===== src/rtl/fb_fetch_arbiter.sv =====
// Frame-buffer SRAM arbiter: display prefetch FIFO plus host writes into spare slots.
module fb_fetch_arbiter #(
    parameter int unsigned AW       = 16,
    parameter int unsigned DW       = 8,
    parameter int unsigned DEPTH    = 8,
    parameter int unsigned LOW_WM   = 4,
    parameter int unsigned FB_WORDS = 19200
) (
    input  logic          clk,
    input  logic          RESET,
    input  logic          frame_start,
    input  logic          pix_pop,
    output logic [DW-1:0] pix_data,
    output logic          pix_valid,
    output logic          underflow,
    input  logic          host_valid,
    output logic          host_ready,
    input  logic [AW-1:0] host_addr,
    input  logic [DW-1:0] host_data,
    output logic [AW-1:0] mem_addr,
    output logic [DW-1:0] mem_wdata,
    output logic          mem_we,
    output logic          mem_re,
    input  logic [DW-1:0] mem_rdata
);

    localparam int unsigned PW = $clog2(DEPTH);
    localparam int unsigned CW = PW + 1;
    localparam int unsigned LW = PW + 2;

    typedef enum logic [0:0] {
        ST_RUN   = 1'b0,
        ST_FLUSH = 1'b1
    } state_t;

    state_t        r_state;
    state_t        w_state_nxt;
    logic          r_flush_cnt;
    logic          w_flush_cnt_nxt;

    logic [DW-1:0] r_fifo [DEPTH];
    logic [PW-1:0] r_wr_ptr;
    logic [PW-1:0] r_rd_ptr;
    logic [CW-1:0] r_count;
    logic [AW-1:0] r_fetch_addr;
    logic          r_rd_p2;
    logic          r_underflow;
    logic [AW-1:0] r_mem_addr;
    logic [DW-1:0] r_mem_wdata;
    logic          r_mem_we;
    logic          r_mem_re;

    logic [LW-1:0] w_level;
    logic          w_active;
    logic          w_clear;
    logic          w_grant_rd;
    logic          w_grant_wr;
    logic          w_push;
    logic          w_pop;
    logic          w_uf_set;

    // State register for the run/flush sequencer
    always_ff @(posedge clk or negedge RESET) begin
        if (!RESET) begin
            r_state     <= ST_RUN;
            r_flush_cnt <= 1'b0;
        end else begin
            r_state     <= w_state_nxt;
            r_flush_cnt <= w_flush_cnt_nxt;
        end
    end

    // Next state: frame_start (re)starts a two-cycle flush
    always_comb begin
        w_state_nxt     = r_state;
        w_flush_cnt_nxt = r_flush_cnt;
        case (r_state)
            ST_RUN: begin
                if (frame_start) begin
                    w_state_nxt     = ST_FLUSH;
                    w_flush_cnt_nxt = 1'b0;
                end
            end
            ST_FLUSH: begin
                if (frame_start) begin
                    w_flush_cnt_nxt = 1'b0;
                end else if (r_flush_cnt) begin
                    w_state_nxt     = ST_RUN;
                    w_flush_cnt_nxt = 1'b0;
                end else begin
                    w_flush_cnt_nxt = 1'b1;
                end
            end
            default: begin
                w_state_nxt     = ST_RUN;
                w_flush_cnt_nxt = 1'b0;
            end
        endcase
    end

    // Slot grant: refill below watermark, else host, else top up the FIFO
    always_comb begin
        w_level    = LW'(r_count) + LW'(r_mem_re) + LW'(r_rd_p2);
        w_active   = (r_state == ST_RUN) && !frame_start;
        w_clear    = frame_start || (r_state == ST_FLUSH);
        w_grant_rd = 1'b0;
        w_grant_wr = 1'b0;
        if (w_active) begin
            if (w_level < LW'(LOW_WM)) begin
                w_grant_rd = 1'b1;
            end else if (host_valid) begin
                w_grant_wr = 1'b1;
            end else if (w_level < LW'(DEPTH)) begin
                w_grant_rd = 1'b1;
            end
        end
        // Data for reads issued before a frame_start lands during the flush and is dropped
        w_push   = r_rd_p2 && w_active;
        w_pop    = pix_pop && (r_count != CW'(0)) && w_active;
        w_uf_set = pix_pop && (r_count == CW'(0)) && w_active;
    end

    // Prefetch FIFO storage and occupancy
    always_ff @(posedge clk or negedge RESET) begin
        if (!RESET) begin
            for (int i = 0; i < int'(DEPTH); i++) begin
                r_fifo[i] <= '0;
            end
            r_wr_ptr <= '0;
            r_rd_ptr <= '0;
            r_count  <= '0;
        end else if (w_clear) begin
            r_wr_ptr <= '0;
            r_rd_ptr <= '0;
            r_count  <= '0;
        end else begin
            if (w_push) begin
                r_fifo[r_wr_ptr] <= mem_rdata;
                r_wr_ptr         <= r_wr_ptr + PW'(1);
            end
            if (w_pop) begin
                r_rd_ptr <= r_rd_ptr + PW'(1);
            end
            case ({w_push, w_pop})
                2'b10:   r_count <= r_count + CW'(1);
                2'b01:   r_count <= r_count - CW'(1);
                default: r_count <= r_count;
            endcase
        end
    end

    // SRAM command register, fetch pointer, read-return tracking, sticky underflow
    always_ff @(posedge clk or negedge RESET) begin
        if (!RESET) begin
            r_mem_addr   <= '0;
            r_mem_wdata  <= '0;
            r_mem_we     <= 1'b0;
            r_mem_re     <= 1'b0;
            r_rd_p2      <= 1'b0;
            r_fetch_addr <= '0;
            r_underflow  <= 1'b0;
        end else begin
            r_mem_re <= w_grant_rd;
            r_mem_we <= w_grant_wr;
            r_rd_p2  <= r_mem_re;
            if (w_grant_rd) begin
                r_mem_addr <= r_fetch_addr;
            end else if (w_grant_wr) begin
                r_mem_addr  <= host_addr;
                r_mem_wdata <= host_data;
            end
            if (w_clear) begin
                r_fetch_addr <= '0;
            end else if (w_grant_rd) begin
                r_fetch_addr <= (r_fetch_addr == AW'(FB_WORDS - 1)) ? '0 : r_fetch_addr + AW'(1);
            end
            if (w_clear) begin
                r_underflow <= 1'b0;
            end else if (w_uf_set) begin
                r_underflow <= 1'b1;
            end
        end
    end

    assign pix_data   = r_fifo[r_rd_ptr];
    assign pix_valid  = (r_count != CW'(0));
    assign underflow  = r_underflow;
    assign host_ready = w_grant_wr;
    assign mem_addr   = r_mem_addr;
    assign mem_wdata  = r_mem_wdata;
    assign mem_we     = r_mem_we;
    assign mem_re     = r_mem_re;

endmodule


===== config.mk =====
export PLATFORM = sky130hd
export DESIGN_NAME = fb_fetch_arbiter
export DESIGN_NICKNAME = d
export VERILOG_FILES = /design/src/rtl/fb_fetch_arbiter.sv
export SDC_FILE = /design/constraint.sdc
export NUM_CORES = 1
export LEC_CHECK = 0
export ABC_CLOCK_PERIOD_IN_PS = 4700
export CAP_MARGIN = 20
export CORE_UTILIZATION = 40
export CTS_CLUSTER_SIZE = 8
export DETAILED_ROUTE_END_ITERATION = 8
export RECOVER_POWER = 100
export SYNTH_ARGS = -nofsm -noshare
export SYNTH_HDL_FRONTEND = slang
export SYNTH_SLANG_ARGS = --single-unit

===== constraint.sdc =====
create_clock -name clk -period 4.7 [get_ports clk]
set_clock_uncertainty 0.15 [all_clocks]
set_input_delay 0.47 -clock clk [delete_from_list [all_inputs] [get_ports clk]]
set_output_delay 0.47 -clock clk [all_outputs]
set_load 0.02 [all_outputs]

==> reports/metrics.yaml, run 1 <==
drt:
  drt_iter0_markers: 290
  drcViolationCount: 0
  first_pass_iters: 4
  vias: 3701
  drtAntennaViolNets: 0
  wl_um: 11960
  via_per_inst: 5.325
  wl_per_cell_um: 17.21
logic_synthesis:
  synth_async_sr_flop_share: 1.000
  synth-edff-count: 0
  synth_compound_area_frac: 0.07175
  syn_area_mm2: 0.005598
  ys_types: 49
  seq_area_frac_synth: 0.5364
  synthCells: 433
  synth.avg_cell_area_um2: 12.93
  synth_top_family_by_area: "multiplexers"
  yosysWarningCount: 0
  synth-xor-area-share: 0.02637
  synth-main-ff-cell: "dfrtp_1"
  synthAdderAreaFrac: 0.01118
  synth_nets: 475
  synthMuxAreaShare: 0.2289
  synth_seq_cells: 120
  synthSimpleGateAreaFrac: 0.09119
die:
  die_h_um: 120.3
  core.rowCount: 42
  dieArea_mm2: 0.01447
  start_util: 0.4161
  core_region_area_mm2: 0.01345
  io_pins: 74
  die_x_um: 120.3
final_layout:
  n_antenna_cell: 0
  syn_to_final_growth_pct: 24.45
  final_layout_size_suffix_gt1_frac: 0.2543
  fin_area_mm2: 0.006967
  nets: 552
  fillers: 1207
  fin_cells: 695
sta:
  fmax_mhz: 268.1
  timing.final.ws_setup_ps: 969.8
  finalHoldViolations: 0
  tightestPinTransition_ps: 2868
  setup_viol: 0
  fin_crit_ps: 3730
  setup_tns_ps: 0
  fin_crit_sh: 0.7937
  rsz0062_at_grt: "false"
  slew_headroom: -0.9117
  slew_violations: 54
pwr:
  netSwitchingFraction: 0.2404
  power_density_mw_per_mm2: 366.2
  power_mw: 2.551
  p_sw_uw: 613.2
  clkPwrFrac: 0.423
  leakage_nw: 3.336
  seq_power_share: 0.440
  internal-power_mw: 1.938
  p_comb_frac: 0.137
  peakVddDrop_mv: 0.2664
critical_path:
  crit_path_start: "r_rd_p2"
  r2r_start: "r_rd_p2"
  slowest_stage: "dlygate4sd3_1"
  crit_end: "host_ready"
  r2r_end: "mem_wdata[7]"
  worstSetupEndpointType: "output pin"
  worstPathRequired_ps: 4080
  start_kind: "flip-flop"
  worst_ep_arrival_time_ps: 3110
  crit_chain: "ha_1 > a21o_1 > a211oi_1 > nor2_1 > dlygate4sd3_1"
  worstSetupPathType: "flip-flop to output pin"
  cpPeakStageDelay_ps: 780
  r2r.worst_path.cells: 6
  critPathMaxFanout: 13
  r2r_setup_slack_ps: 1470
place:
  io_buffers: 73
  dpl_cell_area_mm2: 0.006462
  placedCellCount: 664
  hpwl_um: 7853
  gp_congestion: 0.7647
  pre_cts_ws_ps: 1498
clock_tree:
  clk_path_buf_depth: 2
  numCtsBuffers: 17
  cts_tree: "built"
  clock_sinks: 120
  clock-root-buffer: "clkbuf_16"
  clk_pin_slew_worst_paths_ps: 50
  clk_latency_ps: 410
  cts-hold-fix-buffers: 1
  cts_setup_buffers: 0
  cts-resized-gates: 0
  htree_levels: 4
grt:
  grt_use_total: 0.1810
  grt-ovfl-total: 0
  first_global_vias: 3956
  grt_max_degree: 54
  grt_pass1_wl_um: 20160
  antenna_found_initial: 0
status:
  outcome: "finished, violations left"
  violations: "capacitance limit, slew limit"
min_path:
  holdCritPathClass: "flip-flop to flip-flop"
flow_run:
  drv_cap: 1
## kinds of logic after synthesis
kind of cell | after synthesis
AOI/OAI and AO/OA | 54
xor gates and xnor gates | 16
adders and majority gates | 5
buffers and inverters | 42
DFF | 120
muxes | 98
and+or+nand+nor | 98
## power groups by stage
stage | clock network [mW] | logic [mW] | registers (mW)
2_1_floorplan | 0 | 0.185 | 1.15
3_3_place_gp | 0 | 0.367 | 1.14
3_5_place_dp | 0 | 0.372 | 1.14
4_1_cts | 1.10 | 0.375 | 1.12
5_1_grt | 1.15 | 0.381 | 1.13
6_report | 1.08 | 0.350 | 1.12
## how the worst min path moves through the flow
stage	startpoint	end	slack, ps	cells after the start
after global routing	mem_re	r_rd_p2	290	0
after floorplan	RESET	mem_addr[0]	20	0
after CTS	mem_re	r_rd_p2	280	0
after global placement	mem_re	r_rd_p2	240	0
after detailed placement	mem_re	r_rd_p2	260	0
final	mem_re	r_rd_p2	270	0
## synth_stat cells, drive strengths merged, types with 8 or more instances
cell type,instances,area share
dfrtp,120,0.54
mux2,80,0.16
nand2,31,0.021
nor2,21,0.014
inv,20,0.013
o21ai,17,0.015
a222oi,16,0.029
mux4,16,0.064
clkbuf,12,0.012
nand3,11,0.0098
buf,10,0.0087
xnor2,9,0.014
a21oi,8,0.0072
## metal layers
layer,GRT usage,part of all wire,routed length [um],vias to the layer above
met5,0,0,0,-
met4,0.05710,0.0038,45,0
met3,0.06226,0.054,644,4
met2,0.2913,0.49,5913,80
met1,0.2290,0.45,5360,1877
li1,-,-,-,1740
## cell usage in the layout (no fill, tap or decap), types with 2 or more instances in the layout
cell	netlist	routed
nand4_1	6	6
nor2b_1	2	2
clkdlybuf4s50_1	0	34
and2_1	2	2
clkinv_2	0	6
clkbuf_16	0	17
or3_1	3	3
xor2_1	6	6
dfrtp_1	120	120
dlygate4sd3_1	0	39
inv_1	20	20
ha_1	5	5
xnor2_1	9	9
buf_4	0	4
a21o_1	4	4
and3_1	4	4
nand2b_1	2	3
mux4_2	16	16
or4_1	2	2
nand3_1	11	11
a21oi_1	8	8
nor3_1	4	5
o21ai_0	16	16
a222oi_1	16	16
mux2i_1	2	2
clkbuf_1	8	6
mux2_2	80	80
nand2_1	30	31
nor2_1	21	21
## state kept, by name, indices dropped and copies added, names as in the netlist
name / cells
mem_addr: 16
mem_re: 1
underflow: 1
mem_we: 1
r_fetch_addr: 16
r_rd_ptr: 3
mem_wdata: 8
r_count: 4
r_wr_ptr: 3
r_fifo: 64
r_state: 1
r_rd_p2: 1
r_flush_cnt: 1
## through the flow
stage               utilization  hold slack (ps)
floorplan                     -            24.41
global route             0.5179            286.0
global placement         0.4804            244.2
finish                   0.5179            267.0
detailed placement       0.4804            260.0
CTS                      0.5171            277.1
## critical path: cells and delay by family (launching register included)
family | cells | cell delay (ps)
DFF | 1 | 550
AOI/OAI and AO/OA | 2 | 300
adders and majority gates | 1 | 360
and+or+nand+nor | 1 | 700
buffers and inverters | 1 | 780
## cell type report
class | count | area, um2 | area share
sequential | 120 | 3003 | 0.4310
multi-input combinational | 271 | 2389 | 0.3429
timing repair buffer | 80 | 795.8 | 0.1142
clock buffer | 22 | 454.2 | 0.06519
tap | 176 | 220.2 | 0.03161
inverter | 20 | 75.07 | 0.01078
clock inverter | 6 | 30.03 | 0.004310
No activity file was read; power rests on OpenSTA's default activity.
==> run 2, diff against run 1 <==
- ABC_CLOCK_PERIOD_IN_PS: 4700 -> 3250
- clock period: 4.7 -> 3.25 ns (I/O delays scaled with it)
==> reports/metrics.yaml, run 2 (synthesis results as in run 1) <==
status:
  outcome: "finished clean"
sta:
  fmax_mhz: 324.7
  fin_crit_ps: 3080
  rsz0062_at_grt: "false"
  setup_viol: 0  # unchanged
  finalHoldViolations: 0  # unchanged
  fin_crit_sh: 0.9477
  setup_tns_ps: 0  # unchanged
  slew_violations: 0  # -100%
  tightestPinTransition_ps: 1299  # -1569 ps
  timing.final.ws_setup_ps: 170.0  # -799.8 ps
  slew_headroom: 0.1342  # +1.046
pwr:
  power_mw: 3.822  # +50%
  leakage_nw: 3.342  # +0.19%
  clkPwrFrac: 0.439  # +0.016
  internal-power_mw: 2.914  # +50%
  p_sw_uw: 907.6  # +48%
  peakVddDrop_mv: 0.3512  # +32%
  power_density_mw_per_mm2: 547.0  # +49%
  seq_power_share: 0.424  # -0.016
  netSwitchingFraction: 0.2375  # -0.002871
  p_comb_frac: 0.137  # about the same
drt:
  drcViolationCount: 0  # unchanged
  drt_iter0_markers: 208  # -28%
  wl_um: 12100  # +1.2%
  dr_wl_met2_um: 5707  # -3.5%
  wl_met1_um: 5527  # +3.1%
  dr.max_layer_used: "met4"
  wl_met3_um: 673  # +4.5%
  first_pass_iters: 5  # +1
  vias: 3766  # +1.8%
  via_per_inst: 5.380  # +1.0%
  wl_per_cell_um: 17.29  # +0.45%
  drtAntennaViolNets: 0  # unchanged
clock_tree:
  clk_pin_slew_worst_paths_ps: 50  # about the same
  clk_latency_ps: 410  # about the same
  cts_tree: "built"
  htree_levels: 4  # unchanged
  cts_setup_buffers: 0  # unchanged
  clock-root-buffer: "clkbuf_16"
  clock_sinks: 120  # unchanged
  clk_path_buf_depth: 2  # unchanged
  numCtsBuffers: 17  # unchanged
final_layout:
  fillers: 1179  # -2.3%
  nets: 555  # +0.54%
  final_layout_size_suffix_gt1_frac: 0.2557  # +0.001390
  fin_cells: 700  # +0.72%
  n_antenna_cell: 0  # unchanged
  regMostFlops: "r_fifo"
  largest_reg_flops: 64  # unchanged
  layout_commonest_cell: "dfrtp_1"
  syn_to_final_growth_pct: 24.81
  most-common-layout-cells: "120 x dfrtp_1, 80 x mux2_2, 42 x clkdlybuf4s50_1"
grt:
  grt-ovfl-total: 0  # unchanged
  antenna_found_initial: 0  # unchanged
  grt_max_degree: 72  # +33%
  grt_use_total: 0.1840  # +0.003051
  grt_pass1_wl_um: 20080  # -0.41%
  first_global_vias: 3862  # -2.4%
die:
  start_util: 0.4161  # unchanged
  die_x_um: 120.3  # unchanged
  core.rowCount: 42  # unchanged
  dieArea_mm2: 0.01447  # unchanged
  io_pins: 74  # unchanged
  core_region_area_mm2: 0.01345  # unchanged
  die_h_um: 120.3  # unchanged
place:
  placedCellCount: 669  # +0.75%
  pre_cts_ws_ps: 399.4  # -1099 ps
  gp_congestion: 0.8074  # +5.6%
  hpwl_um: 7927  # +0.94%
  io_buffers: 73  # unchanged
critical_path:
  cpPeakStageDelay_ps: 670  # -110 ps
  start_kind: "flip-flop"
  worstSetupEndpointType: "output pin"
  crit_chain: "ha_1 > a21o_1 > a211oi_1 > nor2_1 > dlygate4sd3_1"
  worstPathRequired_ps: 2770  # -1310 ps
  critPathMaxFanout: 13  # unchanged
  slowest_stage: "dlygate4sd3_1"
  worstSetupPathType: "flip-flop to output pin"
  worst_ep_arrival_time_ps: 2610  # -500 ps
  crit_family: "buffers and inverters"
  critPathBufInv: 1  # unchanged
min_path:
  holdCritPathClass: "flip-flop to flip-flop"
flow_run:
  drv_cap: 0  # -1
[run 2: final cells by class]
cell class | count | area [um2] | area share
Clock buffer | 27 | 513.0 | 0.07342
Timing Repair Buffer | 83 | 792.0 | 0.1134
Sequential cell | 120 | 3003 | 0.4298
Clock inverter | 3 | 15.01 | 0.002149
Tap cell | 176 | 220.2 | 0.03152
Inverter | 20 | 75.07 | 0.01074
Multi-Input combinational cell | 271 | 2369 | 0.3390
[run 2: timing repair]
action | 4_1_cts | 5_1_grt
hold buffers | 1 | 0
endpoints found under the setup margin | 0 | 0
resized for setup | 0 | 0
endpoints found under the hold margin | 49 | 0
[run 2: path summary, 6_finish.rpt]
path / startpoint / end / slack (ps) / cells after the start
min in group asynchronous: RESET / r_fifo[63] / 590 / 2
setup reg to reg: r_count[1] / r_count[2] / 520 / 8
max in group asynchronous: RESET / r_fifo[7] / 670 / 3
hold / removal: mem_re / r_rd_p2 / 250 / 0
setup / recovery: r_rd_p2 / host_ready / 170 / 5
hold reg to reg: mem_re / r_rd_p2 / 250 / 0
[run 2: metrics by stage]
| stage | utilization | hold slack [ps] | area (um2) |
|---|---|---|---|
| after global routing | 0.5193 | 277.6 | 6987 |
| after global placement | 0.4835 | 246.1 | 6505 |
| after floorplan | - | -120.6 | 5598 |
| after detailed placement | 0.4841 | 237.6 | 6513 |
| final | 0.5193 | 252.7 | 6987 |
| after CTS | 0.5241 | 257.7 | 7051 |
[run 2: routing by layer]
layer | global-route usage | up-vias
met1 | 0.2376 | 1909
met2 | 0.2863 | 91
met5 | 0 | -
met4 | 0.06944 | 0
met3 | 0.06226 | 20
li1 | - | 1746
[run 2: power groups by stage]
stage / Combinational (mW) / Sequential (mW) / Clock [mW]
after floorplan: 0.267 / 1.66 / 0
after global placement: 0.539 / 1.64 / 0
after detailed placement: 0.547 / 1.65 / 0
after CTS: 0.551 / 1.62 / 1.71
after global routing: 0.565 / 1.63 / 1.79
final: 0.524 / 1.62 / 1.68
==> run 3, diff against run 2 <==
- ABC_CLOCK_PERIOD_IN_PS: 3250 -> 2940
- clock period: 3.25 -> 2.94 ns (I/O delays scaled with it)
==> reports/metrics.yaml, run 3 (synthesis results as in run 1) <==
final_layout:
  final_layout_size_suffix_gt1_frac: 0.2694  # +0.01372
  multi_input_comb_area_mm2: 0.002360  # -0.37%
  final_util: 0.5302  # +0.01088
  layout_commonest_cell: "dfrtp_1"
  syn_to_final_growth_pct: 27.43
  fillers: 1190  # +0.93%
  regMostFlops: "r_fifo"
  most-common-layout-cells: "120 x dfrtp_1, 80 x mux2_2, 43 x clkdlybuf4s50_1"
  nets: 558  # +0.54%
  n_antenna_cell: 0  # unchanged
  largest_reg_flops: 64  # unchanged
  regArea_mm2: 0.003003  # unchanged
pwr:
  power_density_mw_per_mm2: 645.7  # +18%
  leakage_nw: 3.387  # +1.3%
  peakVddDrop_mv: 0.4264  # +21%
sta:
  finalHoldViolations: 0  # unchanged
  fin_crit_ps: 2794
  slew_violations: 33  # +33
  fin_crit_sh: 0.9504
  setup_tns_ps: 0  # unchanged
  slew_headroom: -0.2874  # -0.4216
  fmax_mhz: 357.9
  tightestPinTransition_ps: 1931  # +632.4 ps
  holdWs_ps: 255.3  # +2.582 ps
  rsz0062_at_grt: "false"
  timing.final.ws_setup_ps: 145.8  # -24.21 ps
  setup_viol: 0  # unchanged
critical_path:
  r2r_setup_slack_ps: 270  # -250 ps
  r2r_start: "r_fetch_addr[13]"
  worst_ep_arrival_time_ps: 2350  # -260 ps
  r2r_end: "r_fetch_addr[5]"
  critPathMaxFanout: 18  # +5
  r2r.worst_path.cells: 5  # -3
  worstSetupPathType: "flip-flop to output pin"
  worstPathRequired_ps: 2500  # -270 ps
  crit_path_start: "r_rd_ptr[0]"
  start_kind: "flip-flop"
  worstSetupEndpointType: "output pin"
  crit_end: "pix_data[0]"
clock_tree:
  htree_levels: 4  # unchanged
  clock-root-buffer: "clkbuf_16"
  numCtsBuffers: 17  # unchanged
  clk_pin_slew_worst_paths_ps: 50  # about the same
  cts-resized-gates: 0  # unchanged
  clk_latency_ps: 410  # about the same
  clock_sinks: 120  # unchanged
  cts_tree: "built"
  clk_path_buf_depth: 2  # unchanged
place:
  io_buffers: 73  # unchanged
  hpwl_um: 8175  # +3.1%
  gp_congestion: 0.8286  # +2.6%
  pre_cts_ws_ps: 127.6  # -271.8 ps
die:
  die_h_um: 120.3  # unchanged
  core_region_area_mm2: 0.01345  # unchanged
  dieArea_mm2: 0.01447  # unchanged
  core.rowCount: 42  # unchanged
  io_pins: 74  # unchanged
  start_util: 0.4161  # unchanged
  die_x_um: 120.3  # unchanged
status:
  violations: "capacitance limit, slew limit"
  outcome: "finished, violations left"
min_path:
  holdCritPathClass: "flip-flop to flip-flop"
drt:
  wl_um: 12360  # +2.1%
  drt_iter0_markers: 259  # +25%
  wl_per_cell_um: 17.59  # +1.7%
  vias: 3797  # +0.82%
  via_per_inst: 5.401  # +0.39%
  first_pass_iters: 7  # +2
  drtAntennaViolNets: 0  # unchanged
  drcViolationCount: 0  # unchanged
flow_run:
  drv_cap: 1  # +1
grt:
  grt_pass1_wl_um: 20460  # +1.9%
  grt-ovfl-total: 0  # unchanged
  antenna_found_initial: 0  # unchanged
  first_global_vias: 4074  # +5.5%
  grt_use_total: 0.1858  # +0.001801
  grt_max_degree: 55  # -24%
==> run 3: changes by cell type in the layout (fill, tap and decap cells not counted), moves of 2 or more <==
cell and delta:
buf_4 +2, bufinv_16 +4, clkinv_2 -2, clkinvlp_4 +2, clkbuf_4 -2, clkbuf_1 -4
buf_12 +2
==> run 3: metrics by stage <==
stage / cell area, um2 / power (mW) / cells
floorplan: 5598 / 2.134 / 433
global placement: 6540 / 2.419 / 671
detailed placement: 6548 / 2.436 / 672
CTS: 7196 / 4.686 / 703
global route: 7133 / 4.790 / 703
finish: 7133 / 4.606 / 703
==> run 3: worst min-delay path by stage <==
stage,start,to,slack (ps),depth (start not counted)
3_5_place_dp,RESET,r_fifo[35],130,1
3_3_place_gp,RESET,r_fifo[35],120,1
6_report,mem_re,r_rd_p2,260,0
5_1_grt,mem_re,r_rd_p2,270,0
4_1_cts,RESET,r_fifo[35],230,2
2_1_floorplan,RESET,mem_addr[0],-150,0
==> run 3: what timing repair did <==
| action | in CTS | in global routing |
|---|---|---|
| hold endpoints to repair | 31 | 0 |
| hold buffers | 1 | 0 |
| buffers inserted | 0 | 0 |
==> run 3: critical path, stage by stage (launching register included) <==
cell             delay (ps)
dfrtp_1                 360
buf_12                  200
mux4_2                  540
mux2_2                  290
clkdlybuf4s50_1         540
==> run 3: metal layers <==
metal / up-vias / part of all wire / track usage / wire length, um
li1: 1758 / - / - / -
met5: - / 0 / 0 / 0
met4: 0 / 0.0099 / 0.06327 / 123
met3: 9 / 0.053 / 0.06321 / 654
met2: 96 / 0.49 / 0.2996 / 6072
met1: 1934 / 0.45 / 0.2334 / 5513
==> run 3: power by group <==
part,leakage (nW),total (mW),switching [mW],internal (mW)
clock network,0.307,2.22,0.704,1.52
registers,1.65,1.79,0.0497,1.74
logic,1.43,0.593,0.279,0.314
total,3.39,4.61,1.03,3.57
==> run 3: cell type report <==
type	count	share of cell area
flip-flops and latches	120	0.4210
repair buffers	86	0.1173
inverters	20	0.01052
multi-input cells	271	0.3308
well taps	176	0.03087
clock buffers	23	0.06981
clock inverters	7	0.01965
